===== config.mk =====
export PLATFORM = sky130hd
export DESIGN_NAME = axi_sram_read_slave
export DESIGN_NICKNAME = d
export VERILOG_FILES = /design/src/rtl/axi_sram_read_slave.sv
export SDC_FILE = /design/constraint.sdc
export NUM_CORES = 1
export LEC_CHECK = 0
export ABC_AREA = 1
export CAP_MARGIN = 0
export CELL_PAD_IN_SITES_DETAIL_PLACEMENT = 0
export CELL_PAD_IN_SITES_GLOBAL_PLACEMENT = 2
export CORE_ASPECT_RATIO = 1.75
export CORE_MARGIN = 3
export CORE_UTILIZATION = 25
export DETAILED_ROUTE_END_ITERATION = 6
export PLACE_DENSITY_LB_ADDON = 0.1
export REMOVE_ABC_BUFFERS = 1
export SYNTH_ARGS = -nofsm -noshare
export SYNTH_HDL_FRONTEND = slang
export SYNTH_SLANG_ARGS = --single-unit
export TNS_END_PERCENT = 5

===== constraint.sdc =====
create_clock -name ACLK -period 5.4 [get_ports ACLK]
set_input_delay 1.62 -clock ACLK [delete_from_list [all_inputs] [get_ports ACLK]]
set_output_delay 1.62 -clock ACLK [all_outputs]
set_load 0.02 [all_outputs]

===== src/rtl/axi_sram_read_slave.sv =====
// AXI4 read responder in front of a single-port synchronous SRAM.
// One AR at a time; one R beat per cycle under continuous RREADY.
module axi_sram_read_slave #(
  parameter int unsigned ID_W    = 8,
  parameter int unsigned ADDR_W  = 32,
  parameter int unsigned DATA_W  = 32,
  parameter int unsigned LEN_W   = 4,
  parameter int unsigned SRAM_AW = 14
) (
  input  logic               ACLK,
  input  logic               ARESETn,
  input  logic [ID_W-1:0]    ARID,
  input  logic [ADDR_W-1:0]  ARADDR,
  input  logic [LEN_W-1:0]   ARLEN,
  input  logic [2:0]         ARSIZE,
  input  logic [1:0]         ARBURST,
  input  logic               ARVALID,
  output logic               ARREADY,
  output logic [ID_W-1:0]    RID,
  output logic [DATA_W-1:0]  RDATA,
  output logic [1:0]         RRESP,
  output logic               RLAST,
  output logic               RVALID,
  input  logic               RREADY,
  output logic               sram_ceb,
  output logic [SRAM_AW-1:0] sram_a,
  input  logic [DATA_W-1:0]  sram_do
);

  localparam int unsigned WIN_LSB = SRAM_AW + 2;
  localparam logic [1:0] RESP_OKAY   = 2'b00;
  localparam logic [1:0] RESP_SLVERR = 2'b10;
  localparam logic [1:0] BURST_FIXED = 2'b00;
  localparam logic [1:0] BURST_WRAP  = 2'b10;
  localparam logic [1:0] BURST_RSVD  = 2'b11;

  typedef enum logic [1:0] {S_IDLE, S_RD, S_DATA} state_t;

  state_t             state;
  logic [ADDR_W-1:0]  addr_q;
  logic [ADDR_W-1:0]  next_addr;
  logic [ADDR_W-1:0]  incr;
  logic [ADDR_W-1:0]  wrap_mask;
  logic [LEN_W-1:0]   len_q;
  logic [LEN_W-1:0]   beat_cnt;
  logic [2:0]         size_q;
  logic [1:0]         burst_q;
  logic               burst_err_q;
  logic               ar_wrap_ok;
  logic               ar_err;
  logic               cur_err;
  logic               next_err;
  logic               advance;

  // Burst-level errors are decided once, from the request itself
  assign ar_wrap_ok = (ARLEN != '0) && ((ARLEN & (ARLEN + LEN_W'(1))) == '0);
  assign ar_err     = (ARBURST == BURST_RSVD) || (ARSIZE > 3'd2) ||
                      ((ARBURST == BURST_WRAP) && !ar_wrap_ok);

  assign incr      = ADDR_W'(1) << size_q;
  assign wrap_mask = ((ADDR_W'(len_q) + ADDR_W'(1)) << size_q) - ADDR_W'(1);

  always_comb begin
    next_addr = addr_q + incr;
    case (burst_q)
      BURST_FIXED: next_addr = addr_q;
      BURST_WRAP:  next_addr = (addr_q & ~wrap_mask) | ((addr_q + incr) & wrap_mask);
      default:     next_addr = addr_q + incr;
    endcase
  end

  assign cur_err  = burst_err_q || (addr_q[ADDR_W-1:WIN_LSB] != '0);
  assign next_err = burst_err_q || (next_addr[ADDR_W-1:WIN_LSB] != '0);
  assign advance  = (state == S_DATA) && RREADY && !RLAST;

  // SRAM is read in RD and, on an accepted non-final beat, for the following beat
  always_comb begin
    sram_ceb = 1'b1;
    sram_a   = addr_q[WIN_LSB-1:2];
    if (state == S_RD) begin
      sram_ceb = cur_err;
    end else if (advance) begin
      sram_ceb = next_err;
      sram_a   = next_addr[WIN_LSB-1:2];
    end
  end

  // sram_do is held while ceb is high, so RDATA stays stable under a stall
  assign RDATA = (RVALID && (RRESP == RESP_OKAY)) ? sram_do : '0;

  always_ff @(posedge ACLK or negedge ARESETn) begin
    if (!ARESETn) begin
      state       <= S_IDLE;
      ARREADY     <= 1'b0;
      RVALID      <= 1'b0;
      RLAST       <= 1'b0;
      RRESP       <= RESP_OKAY;
      RID         <= '0;
      addr_q      <= '0;
      len_q       <= '0;
      size_q      <= '0;
      burst_q     <= '0;
      burst_err_q <= 1'b0;
      beat_cnt    <= '0;
    end else begin
      case (state)
        S_IDLE: begin
          if (ARVALID && ARREADY) begin
            RID         <= ARID;
            addr_q      <= ARADDR;
            len_q       <= ARLEN;
            size_q      <= ARSIZE;
            burst_q     <= ARBURST;
            burst_err_q <= ar_err;
            beat_cnt    <= '0;
            ARREADY     <= 1'b0;
            state       <= S_RD;
          end else begin
            ARREADY <= 1'b1;
          end
        end
        S_RD: begin
          RVALID <= 1'b1;
          RLAST  <= (len_q == '0);
          RRESP  <= cur_err ? RESP_SLVERR : RESP_OKAY;
          state  <= S_DATA;
        end
        S_DATA: begin
          if (RREADY) begin
            if (RLAST) begin
              RVALID  <= 1'b0;
              RLAST   <= 1'b0;
              RRESP   <= RESP_OKAY;
              ARREADY <= 1'b1;
              state   <= S_IDLE;
            end else begin
              addr_q   <= next_addr;
              beat_cnt <= beat_cnt + LEN_W'(1);
              RLAST    <= ((beat_cnt + LEN_W'(1)) == len_q);
              RRESP    <= next_err ? RESP_SLVERR : RESP_OKAY;
            end
          end
        end
        default: state <= S_IDLE;
      endcase
    end
  end

endmodule


# == Word-level counts from Yosys, hierarchy flattened ==
# Index checks and enable logic that the tools add are counted.
# word_totals
ramBits,0
latch_bits,0
word_cells,99
mem_bits_ro,0
register_bits,61
output_inout_bits,60
memories,0
inputBits,85
# op_classes
n_bitwise,5
shift,2
magnitude_cmp,1
reduce_logical,29
mul,0
eq_ne,11
muxes,33
addsub,5
n_div,0
# op_table
cell,n
$mux W32,4
$pmux W32 S2,2
$and A32 B32 Y32,2
$add A32 B32 Y32,1
$not A32 Y32,1
$or A32 B32 Y32,1
$reduce_bool A16 Y1,2
$shl A1 B3 Y32 const A,1
$shl A5 B3 Y32,1
$sub A32 B1 Y32 const B,1
$mux W14,2
$mux W2,7
$mux W4,3
$ne A2 B2 Y1 const B,5
$mux W1,9
$reduce_and A3 Y1,3
$add A4 B1 Y4 const B,2
$eq A2 B2 Y1 const B,4
$logic_not A4 Y1,2
$pmux W4 S2,1
$logic_and A1 B1 Y1,6
$logic_not A2 Y1,3
$pmux W1 S2,3
$pmux W2 S3,1
other kinds (13),19

# == Longest topological paths before layout ==
# logic_depth
depth_word,13
depth_mapped,25
ltp_nobuf,24

# == Worst setup path after synthesis ==
# Ideal clock, no wire load.
# synth_path
path_kind,register to output
start,register len_q[0]
end,output port sram_ceb
t_arrival_ns,2.753
path_stages_with_launch,25
n_path_buf,1
path_slack_ns,1.027
required_ns,3.780
path_cell_list,dfrtp_1 -> buf_4 -> inv_1 -> ha_1 -> o21ai_1 -> nor2_1 -> nand2_1 -> nand2_1 -> inv_1 -> nand2_1 -> inv_1 -> nand3_2 -> inv_1 -> nand4_1 -> nor3_1 -> ha_1 -> inv_1 -> o211ai_1 -> nand3b_1 -> nor2_1 -> nand2_1 -> nor2_1 -> nand3_1 -> o21ai_1 -> inv_1
# synth_via
elab_chain_cells,11
elab_cells_between_ends,12
classes_between,add/sub (2); shift (1); mux (3); bitwise (4); reduce/logical (2)
# synth_lines
element,line_no,source
start: declaration,44,logic [LEN_W-1:0] len_q;
start signal: assignment,100,len_q <= '0;
start signal: assignment,111,len_q <= ARLEN;
$add A4 B1 Y5 (*),61,assign wrap_mask = ((ADDR_W'(len_q) + ADDR_W'(1)) << size_q) - ADDR_W'(1);
$shl A5 B3 Y32 (*),61,
$sub A32 B1 Y32 (*),61,
$not A32 Y32,67,BURST_WRAP: next_addr = (addr_q & ~wrap_mask) | ((addr_q + incr) & wrap_mask);
$and A32 B32 Y32,67,
$or A32 B32 Y32 (*),67,
$pmux W32 S2 (*),65,case (burst_q)
$reduce_bool A16 Y1 (*),73,assign next_err = burst_err_q || (next_addr[ADDR_W-1:WIN_LSB] != '0);
$logic_or A1 B1 Y1 (*),73,
$mux W1 (*),82,end else if (advance) begin
$mux W1 (*),80,if (state == S_RD) begin
end: declaration,25,"output logic sram_ceb,"
# Mark *: on every way between the ends. The rest lies on a longest branch, timed or not.

# == Final worst setup path ==
# layout_path
start,input port RREADY
end,output port sram_a[5]
# layout_via
elab_chain_cells,4
# layout_lines
element,line_no,source
start: declaration,24,"input logic RREADY,"
$logic_and A1 B1 Y1 (2 in a row),74,assign advance = (state == S_DATA) && RREADY && !RLAST;
$mux W14,82,
$mux W14,80,
end: declaration,26,"output logic [SRAM_AW-1:0] sram_a,"
# No other way between the ends.

==> out/summary.json <==
{
  "job": {
    "cap_viol_max_count": 0
  },
  "yosys": {
    "syn-instance-count": 944,
    "postSynthRegisterBits": 60,
    "synth_top_area_frac": 0.259,
    "netlist-cell-type-count": 43,
    "syn-cell-area_um2": 5800,
    "synth_edf_count": 0,
    "ys.flop_type": "sky130_fd_sc_hd__dfrtp_1",
    "yosys.cell_count.top_type": "sky130_fd_sc_hd__nand2_1",
    "synthArstFlopShare": 1.00,
    "yosys_warnings": 0,
    "synth.cells.most_frequent": "220 x sky130_fd_sc_hd__nand2_1, 136 x sky130_fd_sc_hd__inv_1, 128 x sky130_fd_sc_hd__nor2_1, 80 x sky130_fd_sc_hd__nand3_1, 74 x sky130_fd_sc_hd__o21ai_0",
    "synthDominantAreaCellType": "sky130_fd_sc_hd__dfrtp_1",
    "ys_seq_area_frac": 0.259,
    "avgSynthCellArea_um2": 6.15,
    "synth.top_cells.by_area": "sky130_fd_sc_hd__dfrtp_1 26%, sky130_fd_sc_hd__nand2_1 14%, sky130_fd_sc_hd__inv_1 8.8%, sky130_fd_sc_hd__nor2_1 8.3%, sky130_fd_sc_hd__nand3_1 6.9%"
  },
  "timing": {
    "maxClockFrequency_mhz": 190,
    "fin_hold_ws_ns": 0.481,
    "worst_pin_slew_ns": 1.07,
    "rsz0062_at_grt": "true",
    "total_neg_setup_slack_ns": 0,
    "setup_violations": 0,
    "post-route-period-util": 0.974,
    "report.final.hold_viol_count": 0,
    "finalClockSkew_ns": 0.00873,
    "maxSlewViolCount": 0,
    "min_clock_period_post_route_ns": 5.26,
    "max_slew_margin": 0.285,
    "layout_setup_ws_ns": 0.143
  },
  "cells_and_area": {
    "post_route_cells_drive_above_1_share": 0.126,
    "final_core_utilization": 0.374,
    "design.final.nets": 1245,
    "fillCellCount": 2480,
    "num_antenna_cells": 0,
    "area.growth.synth_to_final_pct": 46.6
  },
  "power_and_ir_drop": {
    "power.share.clock": 0.110,
    "internal_power_consumption_uw": 2640,
    "total_leakage_power_uw": 0.00407,
    "power.share.sequential": 0.168,
    "net-switching-power_uw": 2890,
    "power.density_nw_per_um2": 650,
    "ir_worst_vdd_v": 0.000213,
    "power.combinational.fraction": 0.722,
    "power.switching_fraction": 0.522
  },
  "critical_path": {
    "r2r_cells": 25,
    "critPathKind": "in2out",
    "rrSetupSlack_ns": 2.40,
    "crit_path_max_fanout": 25,
    "cp-start-kind": "input pin",
    "worstSetupStartpoint": "RREADY",
    "endpoint": "sram_a[5]",
    "worst_r2r_endpoint": "RRESP[1]",
    "end_kind": "output port",
    "worst_ep_required_time_ns": 3.78,
    "worstPathArrival_ns": 3.64,
    "r2r-start": "len_q[1]"
  },
  "clock_tree": {
    "clk_root_buffer_cell": "sky130_fd_sc_hd__clkbuf_16",
    "clkSlewWorstSetupHoldPaths_ns": 0.06,
    "htreeDepth": 3,
    "cts_tree": "yes",
    "clkSinkCount": 60,
    "ctsLongestPathBuffers": 2,
    "cts_inserted_buffers": 9,
    "worstSkewPairLatency_ns": 0.36
  },
  "placed_design": {
    "gp_congestion": 0.864,
    "preCtsSetupSlack_ns": 0.112,
    "post-dp-hpwl_um": 19700,
    "buffer_ports.inserted": 143
  },
  "global_routing": {
    "grt_first_pass_wirelength_um": 38700,
    "grt_max_degree": 51,
    "initial_antenna_violation_count": 0,
    "grt_pass1_vias": 6988,
    "grt-ovfl-total": 0,
    "gr-usage-all-layers": 0.201
  },
  "route": {
    "drcViolationCount": 0,
    "detail_route.wl_per_cell_um": 17.1,
    "detailedRoute.firstPassIterationCount": 4,
    "drtAntennaViolNets": 0,
    "viasPerCell": 4.68,
    "route.vias.total": 6790,
    "drt_iter0_drc": 303,
    "drt_wl_total_um": 24800
  },
  "floorplanning": {
    "die_h_um": 208,
    "core_box_area_um2": 22700,
    "initial_core_utilization": 0.255,
    "number_of_ports_placed_on_the_die_boundary": 145,
    "num_rows": 73,
    "dieWidth_um": 121,
    "design.die.area_um2": 25100
  },
  "worst_hold_path": {
    "min-delay-path-class": "reg2reg"
  },
  "outcome": {
    "outcome": "finished, final reports clean"
  }
}
how the worst min path moves through the flow:
| stage | start | endpoint | slack [ns] | cells past startpoint |
|---|---|---|---|---|
| finish | RID[1] | RID[1] | 0.48 | 2 |
| global route | RID[2] | RID[2] | 0.51 | 2 |
| CTS | RID[3] | RID[3] | 0.49 | 2 |
| detailed placement | RID[0] | RID[0] | 0.47 | 2 |
| global placement | RID[1] | RID[1] | 0.46 | 2 |
| floorplan | beat_cnt[1] | beat_cnt[1] | 0.49 | 1 |
cell usage in the layout, fill, tap and decap left out, types with 5 or more instances in the layout:
cell type / count
sky130_fd_sc_hd__o221ai_1: 6
sky130_fd_sc_hd__dlymetal6s2s_1: 7
sky130_fd_sc_hd__nor4_1: 5
sky130_fd_sc_hd__o22ai_1: 42
sky130_fd_sc_hd__buf_4: 85
sky130_fd_sc_hd__nand3_2: 9
sky130_fd_sc_hd__o21ai_0: 73
sky130_fd_sc_hd__nor2_1: 120
sky130_fd_sc_hd__clkbuf_16: 9
sky130_fd_sc_hd__ha_1: 12
sky130_fd_sc_hd__nand2_2: 7
sky130_fd_sc_hd__a21oi_1: 18
sky130_fd_sc_hd__nand4_1: 14
sky130_fd_sc_hd__inv_1: 135
sky130_fd_sc_hd__xor2_1: 26
sky130_fd_sc_hd__nand2_1: 219
sky130_fd_sc_hd__nor2_2: 9
sky130_fd_sc_hd__clkdlybuf4s50_1: 134
sky130_fd_sc_hd__o211ai_1: 18
sky130_fd_sc_hd__nand3_1: 77
sky130_fd_sc_hd__dfrtp_1: 59
sky130_fd_sc_hd__nor3_1: 11
area by class of cell:
class,instances,area (µm²),area share
multi-input cells,702,3650,0.430
repair buffers,231,2140,0.252
flip-flops and latches,60,1500,0.177
inverters,142,533,0.0626
well taps,300,375,0.0441
clock buffers,9,225,0.0265
clock inverters,7,76.3,0.00897
power groups by stage:
stage	logic [µW]	clock network [µW]	registers, µW
after global placement	4020	0	939
after detailed placement	4000	0	936
after floorplan	2200	0	913
after CTS	4030	634	933
after global routing	4450	652	963
final	3990	610	929
critical path: stages:
cell	delay, ns
sky130_fd_sc_hd__clkdlybuf4s50_1	0.49
sky130_fd_sc_hd__inv_1	0.07
sky130_fd_sc_hd__nor2_1	0.14
sky130_fd_sc_hd__inv_1	0.09
sky130_fd_sc_hd__nor2_2	0.18
sky130_fd_sc_hd__buf_12	0.20
sky130_fd_sc_hd__nand2_1	0.06
sky130_fd_sc_hd__o21ai_0	0.10
sky130_fd_sc_hd__clkdlybuf4s50_1	0.66
sequential cells by signal, summed over array words and instances (netlist names):
signal	cells
addr_q	32
RID	8
beat_cnt	4
len_q	4
size_q	3
burst_q	2
state	2
ARREADY	1
RLAST	1
RRESP	1
RVALID	1
burst_err_q	1
per-layer routing:
layer / up-vias / track usage / wire length (µm)
li1: 3496 / - / -
met1: 3141 / 0.206 / 9140
met2: 112 / 0.388 / 14000
met3: 41 / 0.0292 / 636
met4: 0 / 0.0909 / 1040
met5: - / 0 / 0
kinds of logic after synthesis:
family,after synthesis,share of synthesized area
other,1,0.000646
xor gates and xnor gates,31,0.0468
and+or+nand+nor,484,0.364
DFF,60,0.259
AOI/OAI and AO/OA,172,0.174
adders and majority gates,14,0.0315
buffers and inverters,182,0.124
what timing repair did:
action                                 in CTS  in global routing
setup endpoints to repair                   1                  9
setup buffers                               0                  0
hold buffers                                0                  0
pin swaps                                   1                  2
gates resized for setup                     6                 19
endpoints found under the hold margin       0                  0
stage by stage:
stage / power (µW) / instance area, µm² / std cells
3_5_place_dp: 4940 / 8130 / 1435
2_1_floorplan: 3110 / 5620 / 904
6_report: 5530 / 8510 / 1451
3_3_place_gp: 4950 / 8130 / 1435
5_1_grt: 6060 / 8510 / 1451
4_1_cts: 5590 / 8440 / 1451
Note: power is estimated with default switching activity, not from simulation.
